===== src/rtl/if_id_queue_pkg.sv =====
// if_id_queue_pkg: shared constants and helpers for the IF/ID decoupling queue.
//   ENABLE/DISABLE   - single-bit control levels
//   IFQ_PRED         - 1 when the IFQ_PRED_EN macro is defined, i.e. entries
//                      carry the branch-prediction fields
//   ifq_entry_w()    - storage width of one queue entry
package if_id_queue_pkg;

  localparam logic ENABLE  = 1'b1;
  localparam logic DISABLE = 1'b0;

`ifdef IFQ_PRED_EN
  localparam bit IFQ_PRED = 1'b1;
`else
  localparam bit IFQ_PRED = 1'b0;
`endif

  // Entry layout, LSB first: inst, pc, then (optionally) pred, pred_target.
  function automatic int ifq_entry_w(int addr_w, int inst_w, bit pred_en);
    return addr_w + inst_w + (pred_en ? addr_w + 1 : 0);
  endfunction

endpackage


===== src/rtl/if_id_queue_mem.sv =====
// ifq_mem: storage array for the IF/ID queue.
//   clk          - clock
//   we/waddr/wdata - single write port, written on the rising edge
//   raddr/rdata  - asynchronous read port (head entry lookup)
// Contents are not reset; validity is tracked by the queue pointers.
module ifq_mem #(
  parameter int DEPTH = 4,
  parameter int WIDTH = 64,
  parameter int AW    = $clog2(DEPTH)
) (
  input  logic             clk,
  input  logic             we,
  input  logic [AW-1:0]    waddr,
  input  logic [WIDTH-1:0] wdata,
  input  logic [AW-1:0]    raddr,
  output logic [WIDTH-1:0] rdata
);

  logic [WIDTH-1:0] mem [DEPTH];

  always_ff @(posedge clk) begin
    if (we) mem[waddr] <= wdata;
  end

  assign rdata = mem[raddr];

endmodule


===== src/rtl/if_id_queue.sv =====
// if_id_queue: in-order fetch/decode decoupling queue replacing the IF/ID
// register. IF pushes {pc, inst[, pred, pred_target]}; ID pops over a
// valid/ready handshake. EX flush discards every entry.
//   clk, rst (sync, active-high), flush
//   if_valid/if_ready/if_pc/if_inst/if_pred/if_pred_target - IF side
//   id_valid/id_ready/id_pc/id_inst/id_pred/id_pred_target - ID side (head)
//   count - occupancy
// Build option: define IFQ_PRED_EN to store and present prediction fields;
// otherwise they are dropped and id_pred/id_pred_target read 0.
module if_id_queue
  import if_id_queue_pkg::*;
#(
  parameter int ADDR_W = 32,
  parameter int INST_W = 32,
  parameter int DEPTH  = 4
) (
  input  logic                     clk,
  input  logic                     rst,
  input  logic                     flush,
  input  logic                     if_valid,
  output logic                     if_ready,
  input  logic [ADDR_W-1:0]        if_pc,
  input  logic [INST_W-1:0]        if_inst,
  input  logic                     if_pred,
  input  logic [ADDR_W-1:0]        if_pred_target,
  output logic                     id_valid,
  input  logic                     id_ready,
  output logic [ADDR_W-1:0]        id_pc,
  output logic [INST_W-1:0]        id_inst,
  output logic                     id_pred,
  output logic [ADDR_W-1:0]        id_pred_target,
  output logic [$clog2(DEPTH):0]   count
);

  localparam int AW = $clog2(DEPTH);
  localparam int PW = AW + 1;   // extra MSB is the wrap bit
  localparam int EW = ifq_entry_w(ADDR_W, INST_W, IFQ_PRED);

  logic [PW-1:0] rd_ptr, wr_ptr;
  logic          empty, full, push, pop;
  logic [EW-1:0] wdata, rdata;

  assign empty = (rd_ptr == wr_ptr);
  assign full  = (rd_ptr[AW-1:0] == wr_ptr[AW-1:0]) && (rd_ptr[AW] != wr_ptr[AW]);

  // if_ready looks only at our own state, so no IF<->ID combinational path;
  // a pop while full therefore cannot make room for a push in the same cycle.
  assign if_ready = !full;
  assign id_valid = !empty;
  assign push     = if_valid & if_ready;
  assign pop      = id_valid & id_ready;
  assign count    = wr_ptr - rd_ptr;

  always_ff @(posedge clk) begin
    if (rst || flush) begin
      rd_ptr <= '0;
      wr_ptr <= '0;
    end else begin
      if (push) wr_ptr <= wr_ptr + PW'(1);
      if (pop)  rd_ptr <= rd_ptr + PW'(1);
    end
  end

`ifdef IFQ_PRED_EN
  assign wdata = {if_pred_target, if_pred, if_pc, if_inst};
`else
  assign wdata = {if_pc, if_inst};
  logic unused_pred;
  assign unused_pred = ^{if_pred, if_pred_target};
`endif

  ifq_mem #(.DEPTH(DEPTH), .WIDTH(EW)) u_mem (
    .clk   (clk),
    .we    (push & ~flush & ~rst),
    .waddr (wr_ptr[AW-1:0]),
    .wdata (wdata),
    .raddr (rd_ptr[AW-1:0]),
    .rdata (rdata)
  );

  // Head outputs read zero while empty so ID never sees stale storage.
  always_comb begin
    id_inst        = '0;
    id_pc          = '0;
    id_pred        = DISABLE;
    id_pred_target = '0;
    if (id_valid) begin
      id_inst = rdata[INST_W-1:0];
      id_pc   = rdata[INST_W +: ADDR_W];
`ifdef IFQ_PRED_EN
      id_pred        = rdata[INST_W+ADDR_W];
      id_pred_target = rdata[INST_W+ADDR_W+1 +: ADDR_W];
`endif
    end
  end

endmodule


===== config.mk =====
export PLATFORM = sky130hd
export DESIGN_NAME = if_id_queue
export DESIGN_NICKNAME = d
export VERILOG_FILES = /design/src/rtl/if_id_queue_pkg.sv /design/src/rtl/if_id_queue_mem.sv /design/src/rtl/if_id_queue.sv
export SDC_FILE = /design/constraint.sdc
export NUM_CORES = 1
export LEC_CHECK = 0
export ABC_AREA = 1
export CAP_MARGIN = 20
export CORE_ASPECT_RATIO = 1.2
export CORE_MARGIN = 10
export CORE_UTILIZATION = 47
export DETAILED_ROUTE_END_ITERATION = 7
export GPL_ROUTABILITY_DRIVEN = 0
export PLACE_DENSITY = 0.76
export SLEW_MARGIN = 15
export SYNTH_ARGS = -nofsm -noshare
export SYNTH_HDL_FRONTEND = slang
export SYNTH_SLANG_ARGS = --single-unit

===== constraint.sdc =====
create_clock -name clk -period 5.7 [get_ports clk]
set_input_delay 0.855 -clock clk [delete_from_list [all_inputs] [get_ports clk]]
set_output_delay 0.855 -clock clk [all_outputs]
set_load 0.05 [all_outputs]

# ---- Yosys cells after proc, flatten, opt, wreduce, memory -nomap -nowiden
# Memories as Yosys holds them, arrays and structs flattened. A register that Yosys moved wholly into a read port is not among the register bits.
# Index checks and enable logic that the tools add are counted.
dict set report word_totals {
  ff_bits 6
  latchBits 0
  ramBits 256
  romBits 0
  inputBits 102
  out_inout_bits 102
  word_cells 25
  mem_count 1
}
# name depth width read_ports rd_clocked_by_memory_dff wr line_no
set mem_list {}
lappend mem_list {u_mem.mem 4 64 1 1 1 if_id_queue_mem.sv:19} ;# logic [WIDTH-1:0] mem [DEPTH];
dict set report op_classes {
  addsub 3
  multipliers 0
  n_div 0
  order_cmp 0
  eq_ne 3
  shift 0
  mux 6
  bitwise_logic 6
  reduce_logical 4
}
# operator count
set ops {}
lappend ops {{$mux W32} 2}
lappend ops {{$add A3 B1 Y3 const B} 2}
lappend ops {{$and A1 B1 Y1} 4}
lappend ops {{$mux W2} 2}
lappend ops {{$eq A3 B3 Y1} 1}
lappend ops {{$sub A3 B3 Y3} 1}
lappend ops {{$eq A2 B2 Y1} 1}
lappend ops {{$logic_not A1 Y1} 2}
lappend ops {{$mux W1} 2}
lappend ops {{$not A1 Y1} 2}
lappend ops {{$logic_and A1 B1 Y1} 1}
lappend ops {{$logic_or A1 B1 Y1} 1}
lappend ops {{$ne A1 B1 Y1} 1}

# ---- Logic depth before layout (Yosys ltp)
# Gate-level depths: netlist of the first run.
dict set report logic_depth {
  depth_word 8
  ltp_mapped 8
  depth_no_buf 8
}

# ---- Modules after synthesis
# Synthesis of the first run repeated with hierarchy kept, for this count alone.
dict set report hier_totals {
  cells_unflattened 1239
  area_unflattened_um2 11984.0
}
# mod n_inst cells_each area_each_um2 seq_area_each_um2
set modules_own_cells {}
lappend modules_own_cells {ifq_mem 1 1010 10761.6 7687.4}
lappend modules_own_cells {if_id_queue 1 229 1222.4 120.1}

# ---- Worst setup path before layout of the first run
# Ideal clock, no wire load.
dict set report synth_path {
  path_kind {reg-to-reg}
  from {register wr_ptr[0]}
  to {memory u_mem.mem[0][0], enable pin}
  arrival_ns 5.700
  t_required_ns 5.135
  path_slack_ns -0.564
  stages_incl_launch_ff 8
  n_path_buf 0
  synth_period_minus_slack_ns 6.264
  path_cell_list {dfxtp_1 -> inv_1 -> ha_1 -> nand2_1 -> inv_1 -> nand3_2 -> nand2_1 -> nor3_1}
}
dict set report synth_via {
  elab_chain_cells 8
}
# item line_no
set synth_lines {}
lappend synth_lines {{from (decl)} if_id_queue.sv:39} ;# logic [PW-1:0] rd_ptr, wr_ptr;
lappend synth_lines {{from (signal assigned)} if_id_queue.sv:59} ;# if (push) wr_ptr <= wr_ptr + PW'(1);
lappend synth_lines {{$eq A2 B2 Y1} if_id_queue.sv:44} ;# assign full = (rd_ptr[AW-1:0] == wr_ptr[AW-1:0]) && (rd_ptr[AW] != wr_ptr[AW]);
lappend synth_lines {{$logic_and A1 B1 Y1} if_id_queue.sv:44}
lappend synth_lines {{$logic_not A1 Y1} if_id_queue.sv:48} ;# assign if_ready = !full;
lappend synth_lines {{net if_ready} if_id_queue.sv:21} ;# output logic if_ready,
lappend synth_lines {{$and A1 B1 Y1} if_id_queue.sv:50} ;# assign push = if_valid & if_ready;
lappend synth_lines {{$and A1 B1 Y1 (2 in series)} if_id_queue.sv:74} ;# .we (push & ~flush & ~rst),
lappend synth_lines {{$mux W1} if_id_queue_mem.sv:22} ;# if (we) mem[waddr] <= wdata;
lappend synth_lines {{$mux W1 (not written as such)} if_id_queue_mem.sv:22}
lappend synth_lines {{to (decl)} if_id_queue_mem.sv:19}
# The timed path passes the listed nets, and every way through them passes these cells.

==> summary.txt, run 1 <==
Worst setup path
  – R2R Path End: u_mem.mem[3][56]$_DFFE_PP_
  – Critical Path RT: 4.85 ns
  – R2R Path Start: wr_ptr[0]$_SDFFE_PP0P_
  – Crit-path max FO: 86
  – Worst Setup Path Type: reg -> out
  – R2r worst-path depth: 8
  – Reg2reg setup slack: 2.76 ns
  – Critical Path AT: 3.49 ns
  – Crit path launch type: flop
  – Critical Path Sink Type: output pin

Layout
  – Final nets: 1101
  – Final Cell Area: 0.01299 sq mm
  – FILL cells: 1774
  – Most frequent cells in the layout: nor2_1, edfxtp_1, clkdlybuf4s50_1, o21ai_0, a21oi_1
  – Commonest non-fill, non-tap cell in the layout: nor2_1
  – Area Growth Syn to Fin: 20.84%
  – Layout cells sized above 1: 6.064%
  – Final Non-Filler Cells: 1286
  – Util after Layout: 57.87%

Job
  – Max_cap viols: 0

Timing
  – Relative slew slack: 34.15%
  – Min cycle time layout: 4.345 ns
  – RSZ-0062 raised after global routing: false
  – Post-route worst setup slack: 1.355 ns
  – Fmax: 230.1 MHz
  – Final hold violation count: 0
  – Setup skew after layout: 0.01297 ns
  – Setup TNS: 0 ns
  – Worst-Margin Slew: 0.9877 ns
  – Setup Viol. Count Final: 0
  – Period utilization: 76.23%
  – Slew Limit Fails: 0

Floorplanning
  – # rows: 60
  – Die Height: 185.7 um
  – Chip Width: 158.1 um
  – Initial core utilization: 47.89%
  – Core Box Area: 0.02245 sq mm
  – Die area: 0.02934 sq mm
  – Io pins: 204

CTS
  – Setup bufs post-CTS: 0
  – Cts bufs inserted: 25
  – CTS sink count: 264
  – Clock latency on the worst-skew pair: 0.51 ns
  – Number of cells upsized or downsized after cts: 0
  – CTS clk-pin slew, worst paths: 0.06 ns
  – Root buf cell: clkbuf_16
  – Hold_buf cts: 0
  – Max Root-Sink Buffers: 3
  – CTS tree: yes
  – CTS H-tree lvls: 1

Synth
  – Seq/Total Area, Yosys: 73.01%
  – Post-Syn Area: 0.01075 sq mm
  – Top cell type's share of synthesized area: 71.52%
  – Synth Register Bits: 264
  – Leading area contributor after synthesis: edfxtp_1
  – Yosys Warn Count: 0
  – Synth cell types: 24
  – Synth Instances: 863
  – Main area contributors after synthesis: edfxtp_1, nor2_1, o21ai_0
  – Syn_area_per_cell: 12.46 sq um

Status
  – Status: complete, no violations

Drt
  – Via density: 5.176
  – Vias post-DR: 6656
  – Residual DRC count: 0
  – Avg WL per Cell: 18.21 um
  – Antenna Nets Post-Route: 0
  – DR pass1 iterations: 7
  – Total Routed Length: 23420 um
  – Number of DRC markers in iteration 0: 373

Place
  – Placed cell count: 1243
  – DP Worst Slack: 1.842 ns
  – Placed cell area: 0.01212 sq mm
  – Number of port buffers: 137
  – Hpwl dp: 13100 um

GRT
  – Gr ovfl total: 0
  – Aggregate global-route resource usage: 15.48%
  – Initial antenna violation count: 0
  – First-pass GRT wire length: 35910 um
  – Largest net degree at the start of global routing: 87
  – Vias in the first global route: 6961

Power and ir drop
  – Share of total power in the clock network: 39.2%
  – Int Power: 0.003369 W
  – Pleak: 4.445 nW
  – Sequential Power Share: 49.4%
  – Sw Share: 23.14%
  – Combinational share of power: 11.4%
  – Sw Pwr: 0.001014 W
  – PwrDens: 337.5 mW/mm^2
  – Maximum vdd drop: 239.5 uV

Worst hold path
  – Worst Hold Depth: 2
  – Hold path startpoint: wr_ptr[2]$_SDFFE_PP0P_
  – Tightest Hold Check Type: reg -> reg
  – WHS Endpoint: wr_ptr[2]$_SDFFE_PP0P_
per-stage QoR:
step,hold WS (ns),power (W)
floorplan,0.5004,0.002551
global placement,0.5299,0.002702
detailed placement,0.5416,0.002708
CTS,0.5665,0.004426
global route,0.6182,0.004543
finish,0.5695,0.004384
power by group through the flow:
stage,clock network (W),logic (W),registers (W)
after detailed placement,0,0.000503,0.00221
after global placement,0,0.000498,0.00220
after CTS,0.00176,0.000506,0.00216
after global routing,0.00185,0.000533,0.00216
after floorplan,0,0.000349,0.00220
final,0.00172,0.000501,0.00216
state kept, by name, indices dropped and copies added, names as in the netlist, named ones only:
name / count
u_mem.mem: 256
rd_ptr: 3
wr_ptr: 3
logic make-up (layout without fill, tap and decap cells):
logic type	Yosys count	in the layout	share of synthesized area (%)
compound gates	200	200	9.359
xor+xnor	1	1	0.08150
fa+ha+maj	8	8	1.001
buf+inv	99	210	6.123
flops	264	264	73.01
other cells	1	34	0.03489
simple gates	290	290	10.39
synthesized netlist by cell type:
| cell type | number |
|---|---|
| buf_4 | 37 |
| o21ai_0 | 117 |
| inv_2 | 3 |
| nand3_1 | 4 |
| inv_1 | 15 |
| o211ai_1 | 2 |
| nor2_1 | 265 |
| o21ai_1 | 11 |
| clkbuf_1 | 12 |
| buf_2 | 8 |
| fa_1 | 1 |
| nor3_1 | 3 |
| nand2_1 | 16 |
| inv_4 | 1 |
| buf_1 | 5 |
| ha_1 | 7 |
| edfxtp_1 | 256 |
| nand3_2 | 1 |
| a21oi_1 | 70 |
| xor2_1 | 1 |
| buf_6 | 18 |
| dfxtp_1 | 8 |
| nand3_4 | 1 |
| conb_1 | 1 |
worst max-delay path, cell delays in order (launching register included):
cell	delay [ns]
dfxtp_4	0.99
buf_4	0.56
nor2_1	0.11
nor2_1	0.10
o21ai_0	0.10
a21oi_1	0.26
clkdlybuf4s50_1	0.86
layout make-up:
type / count / area [sq um] / area share, %
flip-flops and latches: 264 / 7853 / 60.46
multi-input cells: 532 / 2386 / 18.37
repair buffers: 149 / 1461 / 11.25
clock buffers: 28 / 636.9 / 4.903
well taps: 279 / 349.1 / 2.688
clock inverters: 14 / 225.2 / 1.734
inverters: 19 / 75.07 / 0.5780
diodes: 1 / 2.502 / 0.01927
routing by layer:
layer  vias to the layer above  track usage [%]  routed length [um]
met5                         -                0                   0
met2                       199            28.93               12260
met3                        32            3.557                1808
li1                       3211                -                   -
met4                         0            3.822                 346
met1                      3214            17.27                9011
worst max-delay path by stage:
stage                                start                        end
floorplan           wr_ptr[0]$_SDFFE_PP0P_  u_mem.mem[0][0]$_DFFE_PP_
global placement                      flop                id_inst[13]
detailed placement                    flop                 id_inst[4]
CTS                                   flop                 id_inst[4]
global route                          flop                 id_inst[4]
finish                                flop                 id_inst[4]
Power figures use the tool's default switching activity.
==> inputs of run 2 (changes only) <==
==> constraint.sdc (replaced) <==
create_clock -name clk -period 3.5 [get_ports clk]
set_input_delay 0.525 -clock clk [delete_from_list [all_inputs] [get_ports clk]]
set_output_delay 0.525 -clock clk [all_outputs]
set_load 0.05 [all_outputs]
==> summary.txt, run 2 (synthesis gave the netlist of run 1 again) <==
Status
  – Status: complete, no violations

Floorplanning
  – Initial core utilization: 47.89%
  – Core Box Area: 0.02245 sq mm
  – Io pins: 204
  – # rows: 60
  – Die area: 0.02934 sq mm
  – Chip Width: 158.1 um
  – Die Height: 185.7 um

Worst setup path
  – Crit path launch type: flop
  – Worst-path cell chain: inv_1 > ha_1 > fa_1 > xor2_1 > clkdlybuf4s50_1
  – Critical Path Sink Type: output pin
  – Critical Path RT: 2.97 ns
  – Crit-path max FO: 5
  – Worst Setup Path Type: reg -> out
  – Critical Path AT: 2.60 ns
  – Crit path max-delay cell type: clkdlybuf4s50_1
  – CP peak stage delay: 0.83 ns
  – Critical path's top delay family: buffers and inverters
  – Worst path bufs/invs: 2

Timing
  – RSZ-0062 raised after global routing: false
  – Min Hold Slack: 0.5598 ns
  – Fmax: 319.8 MHz
  – Period utilization: 89.34%
  – Final hold violation count: 0
  – Setup Viol. Count Final: 0
  – Slew Limit Fails: 0
  – Relative slew slack: 42.17%
  – Post-route worst setup slack: 0.3729 ns
  – Worst-Margin Slew: 0.8674 ns
  – Setup skew after layout: 0.01671 ns
  – Min cycle time layout: 3.127 ns

Drt
  – Met3 WL: 1929 um
  – DR pass1 iterations: 4
  – Highest metal used: met4
  – Total Routed Length: 22810 um
  – Antenna Nets Post-Route: 0
  – Avg WL per Cell: 17.65 um
  – Residual DRC count: 0
  – Vias post-DR: 6747
  – Met2 wire length: 11490 um
  – Number of DRC markers in iteration 0: 445
  – Met1 Wirelength: 8839 um
  – Via density: 5.222

Place
  – Placed cell area: 0.01214 sq mm
  – Hpwl dp: 12990 um
  – Number of port buffers: 137
  – DP Worst Slack: 0.9051 ns

Power and ir drop
  – Sequential Power Share: 49.3%
  – Share of total power in the clock network: 39.1%
  – Sw Pwr: 0.001682 W
  – Final total power: 0.007128 W
  – Pleak: 4.623 nW
  – Maximum vdd drop: 489.0 uV
  – Int Power: 0.005447 W
  – PwrDens: 548.4 mW/mm^2
  – Sw Share: 23.59%
  – Combinational share of power: 11.6%

CTS
  – Root buf cell: clkbuf_16
  – Max Root-Sink Buffers: 3
  – CTS clk-pin slew, worst paths: 0.06 ns
  – CTS sink count: 264
  – Number of cells upsized or downsized after cts: 0
  – CTS H-tree lvls: 1
  – Hold_buf cts: 0
  – Cts bufs inserted: 26
  – CTS tree: yes
  – Clock latency on the worst-skew pair: 0.52 ns
  – Setup bufs post-CTS: 0

Layout
  – Layout cells sized above 1: 12.14%
  – Max reg flops: 256
  – Final nets: 1104
  – Util after Layout: 57.90%
  – Most frequent cells in the layout: nor2_1, edfxtp_1, o21ai_0, clkdlybuf4s50_1, a21oi_1
  – Antenna Cells: 0
  – Area Growth Syn to Fin: 20.92%
  – Largest regs: u_mem.mem (256), rd_ptr (3), wr_ptr (3)
  – Reg with most FFs: u_mem.mem
  – Commonest non-fill, non-tap cell in the layout: nor2_1
  – Final Cell Area: 0.01300 sq mm

GRT
  – Aggregate global-route resource usage: 15.25%
  – Largest net degree at the start of global routing: 129
  – Gr ovfl total: 0
  – Vias in the first global route: 6920
  – First-pass GRT wire length: 35400 um
  – Initial antenna violation count: 0

Worst hold path
  – Tightest Hold Check Type: reg -> reg

Job
  – Max_cap viols: 0
## run 2: changes by cell type in the layout (fill, tap and decap cells not counted), sizes merged
cell           change
inv                +1
clkdlybuf4s50     -64
clkbuf             +8
buf               +66
clkinvlp           -3
diode              -1
clkinv             +1
bufinv             -2
## run 2: power groups by stage
stage	Clock [W]	Combinational, W	Sequential (W)
detailed placement	0	0.000834	0.00358
finish	0.00279	0.000830	0.00351
floorplan	0	0.000570	0.00358
global route	0.00298	0.000884	0.00351
global placement	0	0.000823	0.00358
CTS	0.00283	0.000837	0.00351
## run 2: tightest hold or removal path: cells and delay by family (launching register included)
family	cells	cell delay, ns
flops	1	0.35
compound gates	1	0.12
simple gates	1	0.05
## run 2: metrics by stage
| step | TNS [ns] | instances |
|---|---|---|
| finish | 0 | 1292 |
| global route | 0 | 1292 |
| CTS | 0 | 1292 |
| detailed placement | 0 | 1245 |
| global placement | 0 | 1245 |
| floorplan | -163.38 | 895 |
## run 2: final timing paths
path	cells past startpoint	slack, ns	to	startpoint
setup / recovery	5	0.37	count[2]	wr_ptr[0]$_SDFFE_PP0P_
hold / removal	2	0.56	wr_ptr[1]$_SDFFE_PP0P_	wr_ptr[1]$_SDFFE_PP0P_
setup reg to reg	8	1.06	u_mem.mem[2][21]$_DFFE_PP_	wr_ptr[0]$_SDFFE_PP0P_
hold reg to reg	2	0.56	wr_ptr[1]$_SDFFE_PP0P_	wr_ptr[1]$_SDFFE_PP0P_
## run 2: final cells by class
cell class | count | area [sq um]
fillers | 1733 | 9449
flip-flops and latches | 264 | 7853
multi-input cells | 532 | 2405
repair buffers | 151 | 1454
clock buffers | 36 | 709.4
well taps | 279 | 349.1
clock inverters | 11 | 152.6
inverters | 19 | 75.07
## run 2: per-layer routing
metal / track usage (%) / vias to the layer above
li1: - / 3226
met3: 3.487 / 41
met5: 0 / -
met2: 27.21 / 232
met4: 5.009 / 0
met1: 17.66 / 3248
